**src/rtl/mem_wb_data_select_if.sv**
```systemverilog
// Bus bundle for the MEM/WB writeback data selector: pipeline controls, lane
// selects and external sources in; MEM/WB register, history and error flag out.
interface mem_wb_data_select_if #(
  parameter int DATA_WIDTH = 8,
  parameter int LANES      = 2,
  parameter int NUM_EXT    = 3,
  parameter int HIST_DEPTH = 2
);
  localparam int SEL_W = NUM_EXT + HIST_DEPTH * LANES;

  logic                                    stall;
  logic                                    flush;
  logic                                    in_valid;
  logic [LANES*SEL_W-1:0]                  sel;
  logic [LANES*NUM_EXT*DATA_WIDTH-1:0]     ext_data;
  logic [LANES*DATA_WIDTH-1:0]             wb_data;
  logic                                    wb_valid;
  logic [HIST_DEPTH*LANES*DATA_WIDTH-1:0]  hist_data;
  logic [HIST_DEPTH-1:0]                   hist_valid;
  logic                                    sel_err;

  modport master (
    output stall, flush, in_valid, sel, ext_data,
    input  wb_data, wb_valid, hist_data, hist_valid, sel_err
  );

  modport slave (
    input  stall, flush, in_valid, sel, ext_data,
    output wb_data, wb_valid, hist_data, hist_valid, sel_err
  );
endinterface

```
**src/rtl/mem_wb_data_select.sv**
```systemverilog
// MEM/WB writeback data selector with MEM/WB register and writeback history.
// Optional sticky one-hot select checking is enabled by macro MEM_WB_SEL_CHECK_EN.
module mem_wb_data_select #(
  parameter int DATA_WIDTH = 8,
  parameter int LANES      = 2,
  parameter int NUM_EXT    = 3,
  parameter int HIST_DEPTH = 2
) (
  input  logic                  clock_i,
  input  logic                  reset_i,
  mem_wb_data_select_if.slave   bus
);
  localparam int SEL_W   = NUM_EXT + HIST_DEPTH * LANES;
  localparam int STAGE_W = LANES * DATA_WIDTH;
  localparam int HIST_W  = HIST_DEPTH * STAGE_W;

  logic [HIST_W-1:0]     hist_data_q, hist_data_d;
  logic [HIST_DEPTH-1:0] hist_valid_q, hist_valid_d;
  logic [STAGE_W-1:0]    sel_data;
  logic [LANES-1:0]      lane_onehot;

  // Source k of a lane sits at slice k: ext sources first, then the history
  // stages, whose flat layout already matches select bit NUM_EXT + d*LANES + j.
  for (genvar gi = 0; gi < LANES; gi++) begin : g_lane
    logic [SEL_W-1:0]            lane_sel;
    logic [SEL_W*DATA_WIDTH-1:0] lane_src;
    logic [DATA_WIDTH-1:0]       lane_val;

    assign lane_sel = bus.sel[gi*SEL_W +: SEL_W];
    assign lane_src = {hist_data_q,
                       bus.ext_data[gi*NUM_EXT*DATA_WIDTH +: NUM_EXT*DATA_WIDTH]};
    assign lane_onehot[gi] = (lane_sel != '0) &&
                             ((lane_sel & (lane_sel - SEL_W'(1))) == '0);

    always_comb begin
      lane_val = '0;
      if (lane_onehot[gi]) begin
        for (int k = 0; k < SEL_W; k++) begin
          if (lane_sel[k]) lane_val = lane_src[k*DATA_WIDTH +: DATA_WIDTH];
        end
      end
    end

    assign sel_data[gi*DATA_WIDTH +: DATA_WIDTH] = lane_val;
  end

  // Flush still shifts so the bubble enters history; stall alone holds everything.
  always_comb begin
    hist_data_d  = hist_data_q;
    hist_valid_d = hist_valid_q;
    if (bus.flush || !bus.stall) begin
      for (int d = HIST_DEPTH - 1; d > 0; d--) begin
        hist_data_d[d*STAGE_W +: STAGE_W] = hist_data_q[(d-1)*STAGE_W +: STAGE_W];
        hist_valid_d[d]                   = hist_valid_q[d-1];
      end
      hist_data_d[STAGE_W-1:0] = bus.flush ? '0 : sel_data;
      hist_valid_d[0]          = bus.in_valid & ~bus.flush;
    end
  end

  always_ff @(posedge clock_i) begin
    if (reset_i) begin
      hist_data_q  <= '0;
      hist_valid_q <= '0;
    end else begin
      hist_data_q  <= hist_data_d;
      hist_valid_q <= hist_valid_d;
    end
  end

  assign bus.hist_data  = hist_data_q;
  assign bus.hist_valid = hist_valid_q;
  assign bus.wb_data    = hist_data_q[STAGE_W-1:0];
  assign bus.wb_valid   = hist_valid_q[0];

`ifdef MEM_WB_SEL_CHECK_EN
  logic sel_err_q, sel_err_d;

  assign sel_err_d = sel_err_q | (bus.in_valid & ~bus.flush & ~(&lane_onehot));

  always_ff @(posedge clock_i) begin
    if (reset_i) sel_err_q <= 1'b0;
    else         sel_err_q <= sel_err_d;
  end

  assign bus.sel_err = sel_err_q;
`else
  assign bus.sel_err = 1'b0;
`endif
endmodule

```
**src/flat_wrapper.sv**
```systemverilog
// flat-port wrapper written by rule: the top's interface ports become plain ports
module mem_wb_data_select_flat 
#(
  parameter int DATA_WIDTH = 8,
  parameter int LANES      = 2,
  parameter int NUM_EXT    = 3,
  parameter int HIST_DEPTH = 2
)
  (clock_i, reset_i, bus_stall, bus_flush, bus_in_valid, bus_sel, bus_ext_data, bus_wb_data, bus_wb_valid, bus_hist_data, bus_hist_valid, bus_sel_err);
  mem_wb_data_select_if #(.DATA_WIDTH(DATA_WIDTH), .LANES(LANES), .NUM_EXT(NUM_EXT), .HIST_DEPTH(HIST_DEPTH)) bus_i ();
  input  logic clock_i;
  input  logic reset_i;
  input wire logic [$bits(bus_i.stall)-1:0] bus_stall;
  input wire logic [$bits(bus_i.flush)-1:0] bus_flush;
  input wire logic [$bits(bus_i.in_valid)-1:0] bus_in_valid;
  input wire logic [$bits(bus_i.sel)-1:0] bus_sel;
  input wire logic [$bits(bus_i.ext_data)-1:0] bus_ext_data;
  output wire logic [$bits(bus_i.wb_data)-1:0] bus_wb_data;
  output wire logic [$bits(bus_i.wb_valid)-1:0] bus_wb_valid;
  output wire logic [$bits(bus_i.hist_data)-1:0] bus_hist_data;
  output wire logic [$bits(bus_i.hist_valid)-1:0] bus_hist_valid;
  output wire logic [$bits(bus_i.sel_err)-1:0] bus_sel_err;
  assign bus_i.stall = bus_stall;
  assign bus_i.flush = bus_flush;
  assign bus_i.in_valid = bus_in_valid;
  assign bus_i.sel = bus_sel;
  assign bus_i.ext_data = bus_ext_data;
  assign bus_wb_data = bus_i.wb_data;
  assign bus_wb_valid = bus_i.wb_valid;
  assign bus_hist_data = bus_i.hist_data;
  assign bus_hist_valid = bus_i.hist_valid;
  assign bus_sel_err = bus_i.sel_err;
  mem_wb_data_select #(.DATA_WIDTH(DATA_WIDTH), .LANES(LANES), .NUM_EXT(NUM_EXT), .HIST_DEPTH(HIST_DEPTH)) u_core (.clock_i(clock_i), .reset_i(reset_i), .bus(bus_i));
endmodule
```
**config.mk**
```make
export PLATFORM = sky130hd
export DESIGN_NAME = mem_wb_data_select_flat
export DESIGN_NICKNAME = d
export VERILOG_FILES = /design/src/rtl/mem_wb_data_select_if.sv /design/src/rtl/mem_wb_data_select.sv /design/src/flat_wrapper.sv
export SDC_FILE = /design/constraint.sdc
export NUM_CORES = 1
export LEC_CHECK = 0
export ABC_AREA = 1
export CORE_ASPECT_RATIO = 1.4
export CORE_UTILIZATION = 35
export DETAILED_ROUTE_END_ITERATION = 10
export PLACE_DENSITY = 0.72
export SLEW_MARGIN = 5
export SYNTH_ARGS = -nofsm -noshare
export SYNTH_HDL_FRONTEND = slang
export SYNTH_SLANG_ARGS = --single-unit
```
**constraint.sdc**
```tcl
create_clock -name clock_i -period 1.6 [get_ports clock_i]
set_input_delay 0.16 -clock clock_i [delete_from_list [all_inputs] [get_ports clock_i]]
set_output_delay 0.16 -clock clock_i [all_outputs]
set_load 0.02 [all_outputs]
```
==> impl_metrics.py <==
metrics = {
    "power": {
        "p_total_mw": 2.46,
        "p_leak_nw": 1.89,
        "pwr-share-comb_pct": 34.5,
        "p_switching_mw": 0.795,
        "p_clk_share_pct": 27.2,
        "p_int_mw": 1.66,
        "p_per_area_nw_per_um2": 596,
        "power_frac_seq_pct": 38.3,
        "ir_worst_vdd_mv": 0.340,
        "swShare_pct": 32.3,
    },
    "detailed_routing": {
        "dr.pass1.iters": 5,
        "finalWirelength_mm": 9.13,
        "via_per_inst": 4.81,
        "drc": 0,
        "ant_nets": 0,
        "drt_iter0_drc": 163,
        "routedWlPerCell_um": 13.3,
        "dr_total_vias": 3303,
    },
    "layout": {
        "fin_util_pct": 55.7,
        "drive_gt1_share_pct": 10.9,
        "area_delta_synth_final_pct": 53.3,
        "final_area_um2": 4130,
        "diodes": 0,
        "fin_cells": 686,
        "fin_nets": 655,
    },
    "synthesis": {
        "ys_warn_count": 0,
        "yosysTopAreaCell": "dfxtp_1",
        "synth_area_per_cell_um2": 5.74,
        "netlist_instances": 469,
        "synthTopCellsByArea": "dfxtp_1 (25%), nand2_1 (20%), nor2_1 (13%)",
        "synth_nets": 536,
        "synth_top_area_share_pct": 25.3,
        "ys_types": 25,
        "ys.flop_type": "dfxtp_1",
        "async_reset_ff_share_pct": 0,
        "syn_area_um2": 2690,
        "ys_top_cells_by_count": "nand2_1 (140), nor2_1 (90), a21oi_1 (44)",
        "synth-seq-cells": 34,
        "synth_edf_count": 0,
        "yosysMostFrequentCell": "nand2_1",
        "ys_seq_area_share_pct": 25.3,
    },
    "critical_path": {
        "cp_num_cells": 1,
        "crit_path_top_delay_cell": "clkdlybuf4s50_1",
        "cp_max_fo": 4,
        "cp.arrival_ps": 1390,
        "crit_family": "buffers and inverters",
        "reg2reg_depth": 10,
        "cp_cell_sequence": "clkdlybuf4s50_1",
        "required_ps": 1440,
        "endpoint_kind": "output pin",
        "slowest_delay_ps": 650,
        "worstSetupPathType": "reg -> out",
        "startpoint_type": "flop",
        "reg2reg_slack_ps": 400,
        "critPathBufInv": 1,
    },
    "clock_network": {
        "clkSlewWorstSetupHoldPaths_ps": 70,
        "cts_buffers": 5,
        "cts-root-buf": "clkbuf_8",
        "cts_tree": "built",
        "clk_latency_ps": 290,
        "htreeDepth": 2,
        "holdBufCountCts": 0,
        "clock-sinks": 34,
        "clockBufferDepth": 2,
    },
    "global_routing": {
        "busiest_layer": "met2",
        "gr-usage-met2_pct": 43.8,
        "grt_pass1_wl_mm": 14.9,
        "gr-usage-met3_pct": 3.29,
        "antenna_found_initial": 0,
        "grt_max_degree": 34,
        "grt_pass1_vias": 3205,
        "grt_use_met1_pct": 25.2,
        "overflow": 0,
        "grt_util_all_layers_pct": 23.3,
    },
    "die": {
        "die_w_um": 76.1,
        "io_pins": 119,
        "die_h_um": 106,
        "die_area_um2": 8050,
        "coreArea_um2": 7410,
        "rows": 37,
        "initial_core_util_pct": 36.3,
    },
    "status": {
        "outcome": "finished clean",
    },
    "place": {
        "place_area_um2": 4000,
        "place.gp.congestion": 0.869,
        "placedCellCount": 677,
        "dp_hpwl_mm": 7.40,
        "port_buffers": 117,
    },
    "sta": {
        "slew_viol_final": 0,
        "fin_crit_sh_pct": 96.8,
        "clock-skew-final_ps": 8.31,
        "hold_viol": 0,
        "maxClockFrequency_mhz": 646,
        "finalSetupViolCount": 0,
        "period_needed_ps": 1550,
    },
    "hold_path": {
        "hold_depth": 2,
        "hold_path.class": "in -> reg",
    },
    "run": {
        "drv_cap": 0,
    },
}
-- layout by cell type, fill, tap and decap left out, drive strengths merged --
cell type	netlist	layout
nor3	1	1
xor2	1	1
nand3	35	35
inv	36	36
or2	7	7
clkbuf	7	6
buf	32	34
dlymetal6s2s	0	4
clkdlybuf4s50	0	113
nor2	96	96
o21ai	27	27
nand2	143	143
clkinvlp	0	1
dfxtp	34	34
nand4	2	2
a21oi	45	45
clkinv	2	3
conb	1	1
-- path summary, 6_finish.rpt --
kind	startpoint	to
setup / recovery	u_core.bus.hist_data[18]	bus_hist_data[18]
hold / removal	reset_i	u_core.bus.hist_valid[0]
setup reg to reg	u_core.bus.hist_data[6]	u_core.bus.hist_data[14]
hold reg to reg	u_core.bus.hist_valid[0]	u_core.bus.hist_valid[0]
-- cells by family after synthesis --
kind of cell           count (synthesis)  share of synthesized area, %
buffers and inverters                 77                          15.5
AND/OR/NAND/NOR                      284                          44.3
flip-flops                            34                          25.3
XOR/XNOR                               1                          1.02
AO/OA/AOI/OAI                         72                          13.8
other                                  1                         0.139
-- what timing repair did --
item	CTS	global route
setup buffers	0	1
setup endpoints to repair	0	15
gates resized for setup	0	5
-- stage by stage --
step / TNS [ps] / hold WS [ps] / worst slack (ps)
6_report: 0 / 450 / 51.5
5_1_grt: -12.1 / 455 / -8.77
4_1_cts: 0 / 442 / 23.6
3_5_place_dp: -3100 / 493 / -259
3_3_place_gp: -2520 / 485 / -226
2_1_floorplan: 0 / 229 / 289
-- power groups by stage --
| stage | Combinational, mW | Clock (mW) | Sequential, mW |
|---|---|---|---|
| floorplan | 0.401 | 0 | 0.991 |
| global placement | 0.827 | 0 | 0.959 |
| detailed placement | 0.839 | 0 | 0.959 |
| CTS | 0.842 | 0.679 | 0.940 |
| global route | 0.927 | 0.712 | 0.947 |
| finish | 0.847 | 0.669 | 0.942 |
-- routing by layer --
layer  share of wire [%]  wire length, µm
met2                  51             4670
met1                  40             3630
met3                 5.7              520
met5                   0                0
met4                 3.4              310
-- final cells by class --
cell class	count	area, µm²
Clock buffer	6	82.6
Fill cell	777	3280
Tap cell	97	121
Multi-Input combinational cell	358	1600
Sequential cell	34	681
Inverter	38	143
Clock inverter	2	12.5
Timing Repair Buffer	151	1490
-- sequential cells by signal (all words and copies together), names as in the netlist --
signal and cells:
u_core.bus.hist_data 32, u_core.bus.hist_valid 2
(Power assumes the default switching activity.)
==> patch (same flow settings) <==
`hist_data_q` no longer has a reset.
--- a/src/rtl/mem_wb_data_select.sv
+++ b/src/rtl/mem_wb_data_select.sv
@@ -60,12 +60,14 @@
 
   always_ff @(posedge clock_i) begin
     if (reset_i) begin
-      hist_data_q  <= '0;
       hist_valid_q <= '0;
     end else begin
-      hist_data_q  <= hist_data_d;
       hist_valid_q <= hist_valid_d;
     end
+  end
+
+  always_ff @(posedge clock_i) begin
+    hist_data_q <= hist_data_d;
   end
 
   assign bus.hist_data  = hist_data_q;
Function: changed (a bounded check fails within 4 cycles, from zero or initial values and one cycle with reset_i high).
==> patch against the original RTL <==
Non-clock buffer count shrank 4. Worst setup slack got worse by 0.0053 ns. Design area shrank 5.4%. Synthesized area is 6.5% lower. Total power down 0.44%. Sequential cell count unchanged. Via count shrank 22%. Global-route usage down 4.4 points. Critical path depth is the same. Die area fell by 6.3%. Highest routed layer unchanged. First-iteration DRC count fell by 48%. Routed wire length down 23%. Sequential share of layout area is 9.1 points higher.
==> patch: results (changes against the original RTL) <==
stage,metric,value,unit,change
status,status,finished clean,,
power_and_ir_drop,internal_power,1.726,mW,+3.8%
timing,hold_ws,0.4484,ns,-0.002102 ns
power_and_ir_drop,ir_worst_vdd,0.4013,mV,+18%
global_route,grt_pass1_vias,2406,,-25%
timing,clock_skew,0.001789,ns,-0.006521 ns
place,dpl.hpwl,5836,um,-21%
detailed_routing,firstDrtPassIters,4,,-1
synth,syn_nets,419,,-22%
global_route,grt.total_usage,18.85,%,-4.4 points
synth,ys_seq_area_share,39.76,%,+14 points
detailed_routing,avgRoutedWirePerCell,12.33,um,-7.4%
final_layout,nets,544,,-17%
detailed_routing,drtIter0Drc,84,,-48%
place,gp_congestion,0.7973,,-8.3%
worst_setup_path,r2r_slack,0.49,ns,+0.09 ns
synth,ys_top_cells_by_area,"edfxtp_1 (38%), nand2_1 (20%), a21oi_1 (8.3%)",,
synth,synth_edf_count,32,,+32
place,dp_slack,-0.1356,ns,+0.1235 ns
global_route,grt_pass1_wl,10920,um,-27%
timing,final.period_utilization,97.12,%,+0.33 points
final_layout,drive_above_1_share,11.51,%,+0.64 points
global_route,grt_max_degree,17,,-50%
detailed_routing,vias,2573,,-22%
power_and_ir_drop,leakage,1.785,nW,-5.8%
clock_network,post_cts_resized,0,,unchanged
synth,synth_common_cells,"nand2_1 (137), inv_1 (50), a21oi_1 (42)",,
synth,synthDistinctLibCells,26,,+4.0%
final_layout,fill_cells,676,,-13%
## patch: final timing paths
kind / start / endpoint / cells past startpoint
setup reg to reg: u_core.bus.hist_data[2] / u_core.bus.hist_data[10] / 4
hold reg to reg: u_core.bus.hist_valid[1] / u_core.bus.hist_valid[1] / 2
hold / removal: reset_i / u_core.bus.hist_valid[1] / 2
setup / recovery: u_core.bus.hist_data[3] / bus_wb_data[3] / 1
## patch: cell families after synthesis
group,Yosys count,share of synthesized area (%)
AO/OA/AOI/OAI,58,12.43
buffers and inverters,81,16.75
flip-flops,34,39.76
other,1,0.1490
AND/OR/NAND/NOR,178,30.91
## patch: cell type report
class	instances	area share, %
repair buffers	147	36.09
multi-input cells	237	28.14
flip-flops and latches	34	25.64
inverters	52	5.000
well taps	95	3.045
clock buffers	6	1.859
clock inverters	2	0.2244
## patch: per-stage QoR
stage / instances / cell area (um2) / setup TNS (ns)
after floorplan: 352 / 2521 / 0
after global placement: 565 / 3822 / -2.304
after detailed placement: 565 / 3822 / -3.421
after CTS: 573 / 3904 / 0
after global routing: 573 / 3904 / 0
final: 573 / 3904 / 0
## patch: power by group through the flow
stage               combinational (mW)  sequential, mW  clock [mW]
global route                     0.820            1.09       0.651
detailed placement               0.757            1.10           0
finish                           0.757            1.08       0.608
global placement                 0.747            1.10           0
floorplan                        0.316            1.15           0
CTS                              0.761            1.08       0.616
## patch: metal layers
layer | share of wire, % | track usage (%) | routed length [um]
met1 | 41 | 20.74 | 2865
met2 | 52 | 35.99 | 3652
met3 | 6.5 | 3.057 | 457
met4 | 1.3 | 6.065 | 89
met5 | 0 | 0 | 0
